File: src/rtl/axis_frame_packer.sv
// AXI-Stream frame packer: cuts an input stream into fixed-length frames and marks the last beat.
// A flush pads the open frame with PAD_VALUE beats. The output path is a registered 2-entry skid buffer.
module axis_frame_packer #(
   parameter int unsigned       DATA_W    = 32,
   parameter int unsigned       LEN_W     = 16,
   parameter logic [DATA_W-1:0] PAD_VALUE = '0
) (
   input  logic              axi_clk,
   input  logic              axi_rst,
   input  logic [DATA_W-1:0] s_axis_data,
   input  logic              s_axis_valid,
   output logic              s_axis_ready,
   output logic [DATA_W-1:0] m_axis_data,
   output logic              m_axis_valid,
   output logic              m_axis_last,
   input  logic              m_axis_ready,
   input  logic [LEN_W-1:0]  i_frame_len,
   input  logic              i_flush,
   output logic              o_intr
);

   typedef enum logic [1:0] {StIdle, StRun, StPad} state_e;

   state_e            state_q, state_d;
   logic [LEN_W-1:0]  len_q, len_d, cnt_q, cnt_d, len_cur;
   logic              out_valid_q, out_valid_d, out_last_q, out_last_d;
   logic [DATA_W-1:0] out_data_q, out_data_d;
   logic              skid_valid_q, skid_valid_d, skid_last_q, skid_last_d;
   logic [DATA_W-1:0] skid_data_q, skid_data_d;
   logic              ready_q, ready_d, intr_q, intr_d;
   logic              in_fire, pad_fire, load, load_last;
   logic [DATA_W-1:0] load_data;

   // ready_q is held low in PAD, so a real beat and a pad beat never load together
   assign in_fire   = s_axis_valid & ready_q;
   assign pad_fire  = (state_q == StPad) & ~skid_valid_q;
   assign load      = in_fire | pad_fire;
   assign load_data = pad_fire ? PAD_VALUE : s_axis_data;

   // In IDLE the frame has not started yet, so the length comes straight from the input
   always_comb begin
      len_cur = len_q;
      if (state_q == StIdle) begin
         len_cur = (i_frame_len == '0) ? LEN_W'(1) : i_frame_len;
      end
   end

   assign load_last = (cnt_q == len_cur - LEN_W'(1));

   always_comb begin
      state_d = state_q;
      len_d   = len_q;
      cnt_d   = cnt_q;
      if (load) begin
         cnt_d = load_last ? '0 : cnt_q + LEN_W'(1);
         if (state_q == StIdle) len_d = len_cur;
      end
      case (state_q)
         StIdle: if (load && !load_last) state_d = StRun;
         StRun: begin
            // A last real beat wins over a coincident flush: the frame is already complete
            if (load && load_last) state_d = StIdle;
            else if (i_flush)      state_d = StPad;
         end
         StPad:   if (load && load_last) state_d = StIdle;
         default: state_d = StIdle;
      endcase
   end

   always_comb begin
      out_valid_d  = out_valid_q;
      out_data_d   = out_data_q;
      out_last_d   = out_last_q;
      skid_valid_d = skid_valid_q;
      skid_data_d  = skid_data_q;
      skid_last_d  = skid_last_q;
      if (skid_valid_q) begin
         if (m_axis_ready) begin
            out_data_d   = skid_data_q;
            out_last_d   = skid_last_q;
            skid_valid_d = 1'b0;
         end
      end else if (load) begin
         if (!out_valid_q || m_axis_ready) begin
            out_valid_d = 1'b1;
            out_data_d  = load_data;
            out_last_d  = load_last;
         end else begin
            skid_valid_d = 1'b1;
            skid_data_d  = load_data;
            skid_last_d  = load_last;
         end
      end else if (m_axis_ready) begin
         out_valid_d = 1'b0;
      end
      ready_d = ~skid_valid_d & (state_d != StPad);
      intr_d  = out_valid_q & m_axis_ready & out_last_q;
   end

   always_ff @(posedge axi_clk or negedge axi_rst) begin
      if (!axi_rst) begin
         state_q      <= StIdle;
         len_q        <= LEN_W'(1);
         cnt_q        <= '0;
         out_valid_q  <= 1'b0;
         out_data_q   <= '0;
         out_last_q   <= 1'b0;
         skid_valid_q <= 1'b0;
         skid_data_q  <= '0;
         skid_last_q  <= 1'b0;
         ready_q      <= 1'b0;
         intr_q       <= 1'b0;
      end else begin
         state_q      <= state_d;
         len_q        <= len_d;
         cnt_q        <= cnt_d;
         out_valid_q  <= out_valid_d;
         out_data_q   <= out_data_d;
         out_last_q   <= out_last_d;
         skid_valid_q <= skid_valid_d;
         skid_data_q  <= skid_data_d;
         skid_last_q  <= skid_last_d;
         ready_q      <= ready_d;
         intr_q       <= intr_d;
      end
   end

   assign s_axis_ready = ready_q;
   assign m_axis_data  = out_data_q;
   assign m_axis_valid = out_valid_q;
   assign m_axis_last  = out_last_q;
   assign o_intr       = intr_q;

endmodule

File: config.mk
export PLATFORM = sky130hd
export DESIGN_NAME = axis_frame_packer
export DESIGN_NICKNAME = d
export VERILOG_FILES = /design/src/rtl/axis_frame_packer.sv
export SDC_FILE = /design/constraint.sdc
export NUM_CORES = 1
export LEC_CHECK = 0
export CORE_MARGIN = 10
export CORE_UTILIZATION = 58
export DETAILED_ROUTE_END_ITERATION = 8
export PLACE_DENSITY = 0.83
export SLEW_MARGIN = 5
export SYNTH_ARGS = -nofsm -noshare
export SYNTH_HDL_FRONTEND = slang
export SYNTH_SLANG_ARGS = --single-unit
File: constraint.sdc
create_clock -name axi_clk -period 7 [get_ports axi_clk]
set_input_delay 1.4 -clock axi_clk [delete_from_list [all_inputs] [get_ports axi_clk]]
set_output_delay 1.4 -clock axi_clk [all_outputs]
set_load 0.01 [all_outputs]
## Word level (Yosys, flattened, before mapping)

Cells that the tools add are included.

- Add/subtract/negate cells: 2
- Equal/unequal tests: 6
- Muxes and demuxes: 24
- Bitwise logic cells: 9
- Reduce and logical (&&, ||, !) cells: 14

Operators by type and width:

| operator | number |
|---|---|
| $mux W32 | 5 |
| $mux W16 | 3 |
| $add A16 B1 Y16 const B | 1 |
| $eq A16 B16 Y1 | 1 |
| $logic_not A16 Y1 | 1 |
| $sub A16 B1 Y16 const B | 1 |
| $mux W1 | 11 |
| $reduce_and A3 Y1 | 3 |
| $mux W2 | 4 |
| $pmux W2 S3 | 1 |
| $reduce_bool A2 Y1 | 3 |
| $and A1 B1 Y1 | 5 |
| $ne A2 B2 Y1 const B | 2 |
| $not A1 Y1 | 3 |
| $eq A2 B1 Y1 const B | 1 |
| $eq A2 B2 Y1 const B | 1 |
| $logic_and A1 B1 Y1 | 2 |
| $logic_not A1 Y1 | 2 |
| $logic_not A2 Y1 | 1 |
| $ne A2 B1 Y1 const B | 1 |
| $reduce_and A2 Y1 | 1 |
| $logic_or A1 B1 Y1 | 1 |
| $or A1 B1 Y1 | 1 |

- Bits in registers: 104
- Bits of input ports: 53

## Logic depth before layout (Yosys ltp)

Gate-level depths: netlist of the first run.

- Depth after elaboration: 11
- Gate-level depth with buffers: 15
- Gate-level depth less buffers: 12

## Least setup slack after synthesis of the first run

Ideal clock, no wire load.

- Path kind: input-to-reg
- From: in i_frame_len[0]
- To: reg out_last_q (netlist: m_axis_last)
- Setup time: 92 ps
- Data arrival time: 4114 ps
- Data required time: 6908 ps
- Path slack: 2794 ps
- Cell stages on the path: 10
- Buffers on the path: 0
- Path through: or3_1 > o22ai_1 > ha_1 > or4b_2 > or3_1 > o21ai_0 > a31o_2 > nand3_1 > or3b_1 > o31ai_2

- Longest elaborated chain between the ends: 8

RTL lines:

| what | RTL line | text |
|---|---|---|
| from (decl) | 17 | `input logic [LEN_W-1:0] i_frame_len,` |
| $logic_not A16 Y1 | 44 | `len_cur = (i_frame_len == '0) ? LEN_W'(1) : i_frame_len;` |
| $mux W16 (*) | 44 |  |
| $mux W16 (*) | 43 | `if (state_q == StIdle) begin` |
| $sub A16 B1 Y16 (*) | 48 | `assign load_last = (cnt_q == len_cur - LEN_W'(1));` |
| $eq A16 B16 Y1 (*) | 48 |  |
| $mux W1 (*) | 84 | `if (!out_valid_q \|\| m_axis_ready) begin` |
| $mux W1 (*) | 83 | `end else if (load) begin` |
| $mux W1 (*) | 77 | `if (skid_valid_q) begin` |
| to (signal assigned) | 119 | `out_last_q <= out_last_d;` |
| to (decl) | 26 | `logic out_valid_q, out_valid_d, out_last_q, out_last_d;` |

Every way passes the cells marked *; elsewhere a longest branch is shown, timed or not. The select of a mux whose other input is x is not followed.
A chain may end at the register's enable or synchronous reset.

## Worst setup path in the final report of the first run

- From: in i_frame_len[3]
- To: reg ready_q (netlist: s_axis_ready)

- Longest elaborated chain between the ends: 11
- Elaborated cells on any way between the ends: 14
- Those cells by class: add/sub (1); eq/ne (2); mux (6); bitwise (1); reduce/logical (4)

RTL lines:

| what | RTL line | text |
|---|---|---|
| $logic_not A16 Y1 | 44 |  |
| $mux W16 (*) | 44 |  |
| $mux W16 (*) | 43 |  |
| $sub A16 B1 Y16 (*) | 48 |  |
| $eq A16 B16 Y1 (*) | 48 |  |
| $logic_not A1 Y1 | 59 | `StIdle: if (load && !load_last) state_d = StRun;` |
| $logic_and A1 B1 Y1 | 59 |  |
| $mux W2 | 59 |  |
| $pmux W2 S3 (*) | 58 | `case (state_q)` |
| $ne A2 B2 Y1 (*) | 96 | `ready_d = ~skid_valid_d & (state_d != StPad);` |
| $and A1 B1 Y1 (*) | 96 |  |
| named net ready_d | 30 | `logic ready_q, ready_d, intr_q, intr_d;` |
| to (signal assigned) | 123 | `ready_q <= ready_d;` |
| to (decl) | 30 |  |

Mark *: on every way through the listed nets, which the timed path passes. The rest lies on a longest branch.

==> flow_metrics.py, run 1 <==
metrics = {
    "status": {
        "status": "complete, no violations",
    },
    "sta": {
        "relSlewSlack_pct": 19.2,
        "rsz0062_at_grt": "false",
        "finalHoldViolations": 0,
        "fmaxAchievable_mhz": 204,
        "hold_ws_ps": 487,
        "report.final.setup_viol": 0,
        "finalCritPeriodShare_pct": 70.1,
        "slew_viol_final": 0,
        "worstMarginPinSlew_ps": 1210,
        "clock_skew_ps": 14.3,
        "min_period_ps": 4900,
        "finalSetupTns_ps": 0,
    },
    "critical_path": {
        "path_class": "in2reg",
        "startpoint_type": "input pin",
        "critical_path.max_stage_delay_ps": 630,
        "arrival_ps": 5210,
        "worstPathRequired_ps": 7310,
        "cp_slowest_cell": "or4b_2",
        "crit_chain": "clkdlybuf4s50_1, nor4_1, and4_1, o22ai_1, ha_1, or4b_2, or3_1, o21ai_0, a31o_2, nand3_1, nor4b_4, o21ba_2",
        "endpoint_kind": "flop",
        "cp_max_fo": 13,
    },
    "clock_tree": {
        "clock_path_buffers": 2,
        "cts_tree": "built",
        "cts_root_buffer": "clkbuf_8",
        "post_cts_buffers": 0,
        "clk_latency_ps": 360,
        "ctsResizeCount": 0,
        "clock-sinks": 104,
        "htreeDepth": 3,
        "clkTransAtPathRegs_ps": 100,
        "hold_buffers": 0,
        "numCtsBuffers": 9,
    },
    "pwr": {
        "ir_worst_vdd_uv": 184,
        "powerDensity_nw_per_um2": 421,
        "p_leak_nw": 2.78,
    },
    "detailed_routing": {
        "drc": 0,
        "num_vias": 4481,
        "vias_per_cell": 5.73,
        "post_drt_wl_per_cell_um": 16.5,
        "drt_wl_total_um": 12900,
        "drt.antenna.violating_nets": 0,
        "drtPass1Iterations": 5,
        "drt_iter0_markers": 396,
    },
    "final_layout": {
        "fill_cells": 690,
        "ff_latch_area_um2": 2610,
        "n_antenna_cell": 0,
        "drive_gt1_share_pct": 6.23,
        "area_delta_synth_final_pct": 20.9,
        "num-nets-final": 725,
        "multiInputGateArea_um2": 2490,
    },
    "synth": {
        "synthFlopType": "dfrtp_1",
        "synth_top_area_share_pct": 48.9,
        "yosysMostFrequentCell": "nand2_1",
        "netlist_instances": 604,
        "yosysWarnings": 0,
        "synth-seq-area-share_pct": 49.4,
        "syn_area_per_cell_um2": 8.73,
        "synth_top_area_cell": "dfrtp_1",
        "synth_area_um2": 5270,
        "ys_async_sr_fraction_pct": 100,
        "synth_nets": 659,
        "synth_commonest_cells": "126 x nand2_1, 103 x dfrtp_1, 83 x o21ai_0",
        "ys_seq_elements": 104,
        "synthTopCellsByArea": "dfrtp_1 49%, nand2_1 9.0%, o21ai_0 7.9%",
        "synth_cell_types": 48,
        "synth_edf_count": 0,
    },
    "global_route": {
        "grt_pass1_vias": 4438,
        "grt_max_degree": 73,
        "grt_usage_pct": 19.8,
        "antenna_found_initial": 0,
        "overflow": 0,
        "grt_pass1_wl_um": 21700,
    },
    "die": {
        "io_pins": 89,
        "core_um2": 8760,
        "rows": 34,
        "start_util_pct": 60.2,
        "fp.dieH_um": 115,
        "fp.dieW_um": 115,
        "dieArea_um2": 13300,
    },
    "placement": {
        "dp_hpwl_um": 9400,
        "port-buffer-count": 88,
        "gp_congestion": 0.909,
    },
    "run": {
        "timing.max_cap.violations": 0,
    },
    "min_path": {
        "holdCritPathClass": "reg2reg",
    },
}
## stage by stage
step | cell area (um^2) | cells | power [W] | util [%] | worst slack (ps)
after global placement | 6160 | 767 | 0.00224 | 70.3 | 1860
final | 6370 | 782 | 0.00269 | 72.7 | 2100
after detailed placement | 6160 | 767 | 0.00230 | 70.3 | 1760
after global routing | 6370 | 782 | 0.00291 | 72.7 | 1870
after CTS | 6370 | 782 | 0.00270 | 72.7 | 2130
after floorplan | 5270 | 604 | 0.00187 | - | 2790
## layer usage
metal	share of wire (%)	track usage (%)	up-vias	routed length, um
li1	-	-	2207	-
met1	42	25.7	2104	5440
met2	48	31.5	150	6260
met3	8.0	5.99	20	1030
met4	1.4	5.28	0	187
met5	0	0	-	0
## sequential cells by signal (all words and copies together), names as in the netlist
signal and count:
m_axis_last 1, state_q 2, len_q 16, skid_last_q 1, m_axis_valid 1, cnt_q 16, m_axis_data 32, o_intr 1
s_axis_ready 1, skid_valid_q 1, skid_data_q 32
## area by class of cell
cell class / instances / share of cell area (%)
Clock buffer: 11 / 2.37
Clock inverter: 4 / 0.922
Tap cell: 108 / 2.12
Timing Repair Buffer: 92 / 14.2
Multi-Input combinational cell: 456 / 39.1
Sequential cell: 104 / 40.9
Inverter: 7 / 0.412
## where the power goes
part	total, W	switching (W)	leakage [nW]	internal (W)
Clock	0.000396	0.000208	0.108	0.000188
Combinational	0.00123	0.000679	1.35	0.000550
Sequential	0.00106	0.000227	1.32	0.000832
Total	0.00269	0.00111	2.78	0.00157
## placed cells by master (no fill, tap or decap), types with 9 or more instances in the layout
cell,n
a21oi_1,40
clkbuf_8,11
clkdlybuf4s50_1,87
dfrtp_1,102
mux2i_1,14
nand2_1,126
nand3_1,11
nor2_1,58
nor3_1,12
nor4_1,9
o21ai_0,83
xnor2_1,24
## kinds of logic (layout without fill, tap and decap cells)
group | Yosys count | after routing | synth area share [%]
xor+xnor | 32 | 32 | 5.32
simple gates | 253 | 253 | 21.5
buf+inv | 44 | 114 | 3.63
compound gates | 147 | 147 | 15.3
flops | 104 | 104 | 49.4
fa+ha+maj | 2 | 2 | 0.475
mux | 22 | 22 | 4.37
## final timing paths
kind	startpoint	end	slack [ps]	depth (start not counted)
setup / recovery	i_frame_len[3]	s_axis_ready$_DFF_PN0_	2100	12
hold / removal	m_axis_data[0]$_DFFE_PN0P_	m_axis_data[0]$_DFFE_PN0P_	490	2
setup reg to reg	skid_valid_q$_DFF_PN0_	s_axis_ready$_DFF_PN0_	2810	6
hold reg to reg	m_axis_data[0]$_DFFE_PN0P_	m_axis_data[0]$_DFFE_PN0P_	490	2
max in group asynchronous	axi_rst	skid_valid_q$_DFF_PN0_	4770	2
min in group asynchronous	axi_rst	len_q[8]$_DFFE_PN0P_	1050	1
## worst max-delay path: cells and delay by family
family,cells,cell delay [ps]
AND/OR/NAND/NOR,6,2050
AO/OA/AOI/OAI,4,900
buffers and inverters,1,570
adder cells (fa/ha/maj),1,290
Power figures use the tool's default switching activity.
==> run 2, diff against run 1 <==
Settings changed: CORE_UTILIZATION 58 to 48, PLACE_DENSITY 0.83 to 0.73.
Clock period 7 ns to 4.35 ns, I/O delays scaled along.
==> run 2 against run 1 <==
  * Wire length is 4.8% higher
  * Cell count is 5.9% higher
  * Clock power is 51% higher
  * Count of clock-buffer cells in the layout stayed put
  * First-iteration DRC count is 27% higher
  * Sequential power is 51% higher
  * Clock skew is 0.85 ps higher
  * Design area is 2.1% higher
  * Die area is 17% higher
  * Via count is 2.6% higher
  * Critical endpoint is now cnt_q[9]$_DFFE_PN0N_
  * Highest routed layer unchanged
==> flow_metrics.py, run 2 (synthesized netlist as in run 1, its figures left out) <==
metrics = {
    "global_route": {
        "grt_usage_pct": 17.5,
        "antenna_found_initial": 0,
        "grt_pass1_vias": 4757,
        "grt_max_degree": 72,
        "grt_pass1_wl_um": 22900,
        "overflow": 0,
    },
    "placement": {
        "port-buffer-count": 88,
        "dp_hpwl_um": 9800,
        "gp_congestion": 0.914,
        "dp_slack_ps": 15.4,
    },
    "final_layout": {
        "area_delta_synth_final_pct": 23.4,
        "drive_gt1_share_pct": 7.85,
        "final_common_cell": "nand2_1",
        "fill_cells": 933,
        "num-nets-final": 739,
        "multiInputGateArea_um2": 2490,
        "layout_common_cells": "126 x nand2_1, 102 x dfrtp_1, 87 x clkdlybuf4s50_1",
        "ff_latch_area_um2": 2610,
        "n_antenna_cell": 0,
    },
    "sta": {
        "finalHoldViolations": 0,
        "slew_viol_final": 0,
        "finalSetupTns_ps": 0,
        "layout_setup_ws_ps": 242,
        "finalCritPeriodShare_pct": 94.4,
        "worstMarginPinSlew_ps": 776,
        "rsz0062_at_grt": "false",
        "min_period_ps": 4110,
        "fmaxAchievable_mhz": 243,
        "relSlewSlack_pct": 48.3,
        "clock_skew_ps": 15.1,
        "report.final.setup_viol": 0,
    },
    "clock_tree": {
        "clk_latency_ps": 380,
        "ctsResizeCount": 0,
        "numCtsBuffers": 9,
        "cts_tree": "built",
        "htreeDepth": 3,
        "clock-sinks": 104,
        "clock_path_buffers": 2,
        "clkTransAtPathRegs_ps": 100,
        "hold_buffers": 0,
        "cts_root_buffer": "clkbuf_8",
        "post_cts_buffers": 0,
    },
    "detailed_routing": {
        "drtPass1Iterations": 5,
        "top_layer": "met4",
        "met1_length_um": 5880,
        "post_drt_wl_per_cell_um": 16.3,
        "drt.antenna.violating_nets": 0,
        "wl_met3_um": 810,
        "drt_iter0_markers": 501,
        "drc": 0,
        "num_vias": 4597,
        "drt_wl_total_um": 13500,
        "vias_per_cell": 5.55,
        "met2_length_um": 6530,
    },
    "die": {
        "fp.dieW_um": 125,
        "dieArea_um2": 15600,
        "fp.dieH_um": 125,
        "io_pins": 89,
        "start_util_pct": 48.8,
        "core_um2": 10800,
        "rows": 38,
    },
    "pwr": {
        "p_leak_nw": 2.84,
        "ir_worst_vdd_uv": 412,
        "powerDensity_nw_per_um2": 668,
    },
    "critical_path": {
        "reg2reg_depth": 12,
        "crit_start": "i_frame_len[2]",
        "crit_end": "cnt_q[9]$_DFFE_PN0N_",
        "worstPathRequired_ps": 4610,
        "reg2reg_from": "state_q[1]$_DFF_PN0_",
        "path_class": "in2reg",
        "cp_max_fo": 10,
        "startpoint_type": "input pin",
        "arrival_ps": 4370,
        "r2r_setup_slack_ps": 680,
        "timing.rr.end": "cnt_q[9]$_DFFE_PN0N_",
        "endpoint_kind": "flop",
    },
    "min_path": {
        "holdCritPathClass": "in2async",
    },
    "run": {
        "timing.max_cap.violations": 0,
    },
    "status": {
        "status": "complete, no violations",
    },
}
## run 2: power breakdown
part / leakage [nW] / internal (W) / switching [W]
Combinational: 1.42 / 0.000928 / 0.00122
Sequential: 1.32 / 0.00134 / 0.000260
Clock: 0.0942 / 0.000267 / 0.000329
## run 2: cell type report
class                   count  share of cell area, %
clock inverters             4                  0.808
inverters                   7                  0.404
well taps                 140                   2.69
repair buffers            106                   15.8
clock buffers              11                   2.02
multi-input cells         456                   38.3
flip-flops and latches    104                   40.0
## run 2: per-layer routing
layer | track usage, % | vias to the layer above
met5 | 0 | -
met4 | 7.61 | 0
met3 | 4.17 | 26
met2 | 28.2 | 139
met1 | 21.7 | 2210
li1 | - | 2222
## run 2: worst min path at each step
stage / startpoint / end / slack, ps / depth (start not counted)
floorplan: skid_last_q$_DFFE_PN0P_ / skid_last_q$_DFFE_PN0P_ / 440 / 2
global placement: m_axis_data[0]$_DFFE_PN0P_ / m_axis_data[0]$_DFFE_PN0P_ / 460 / 2
detailed placement: m_axis_data[27]$_DFFE_PN0P_ / m_axis_data[27]$_DFFE_PN0P_ / 470 / 2
CTS: axi_rst / cnt_q[10]$_DFFE_PN0N_ / 410 / 1
global route: axi_rst / m_axis_data[13]$_DFFE_PN0P_ / 420 / 1
finish: axi_rst / cnt_q[3]$_DFFE_PN0N_ / 420 / 1
## run 2: critical path, stage by stage
cell and delay (ps):
clkdlybuf4s50_1 550, nor4_1 110, and4_1 230, o22ai_1 260
ha_1 230, or4b_2 620, or3_1 320, o21ai_0 120
a31o_2 210, nand3_1 180, nor4b_4 360, buf_4 240
nor2_1 60
## run 2: stage by stage
step	instance area, um^2	hold WS (ps)	total power (W)	cells	util, %
2_1_floorplan	5270	443	0.00300	604	-
3_3_place_gp	6320	461	0.00368	813	58.6
3_5_place_dp	6320	470	0.00377	813	58.6
4_1_cts	6510	415	0.00437	828	60.3
5_1_grt	6510	424	0.00471	828	60.3
6_report	6510	420	0.00435	828	60.3
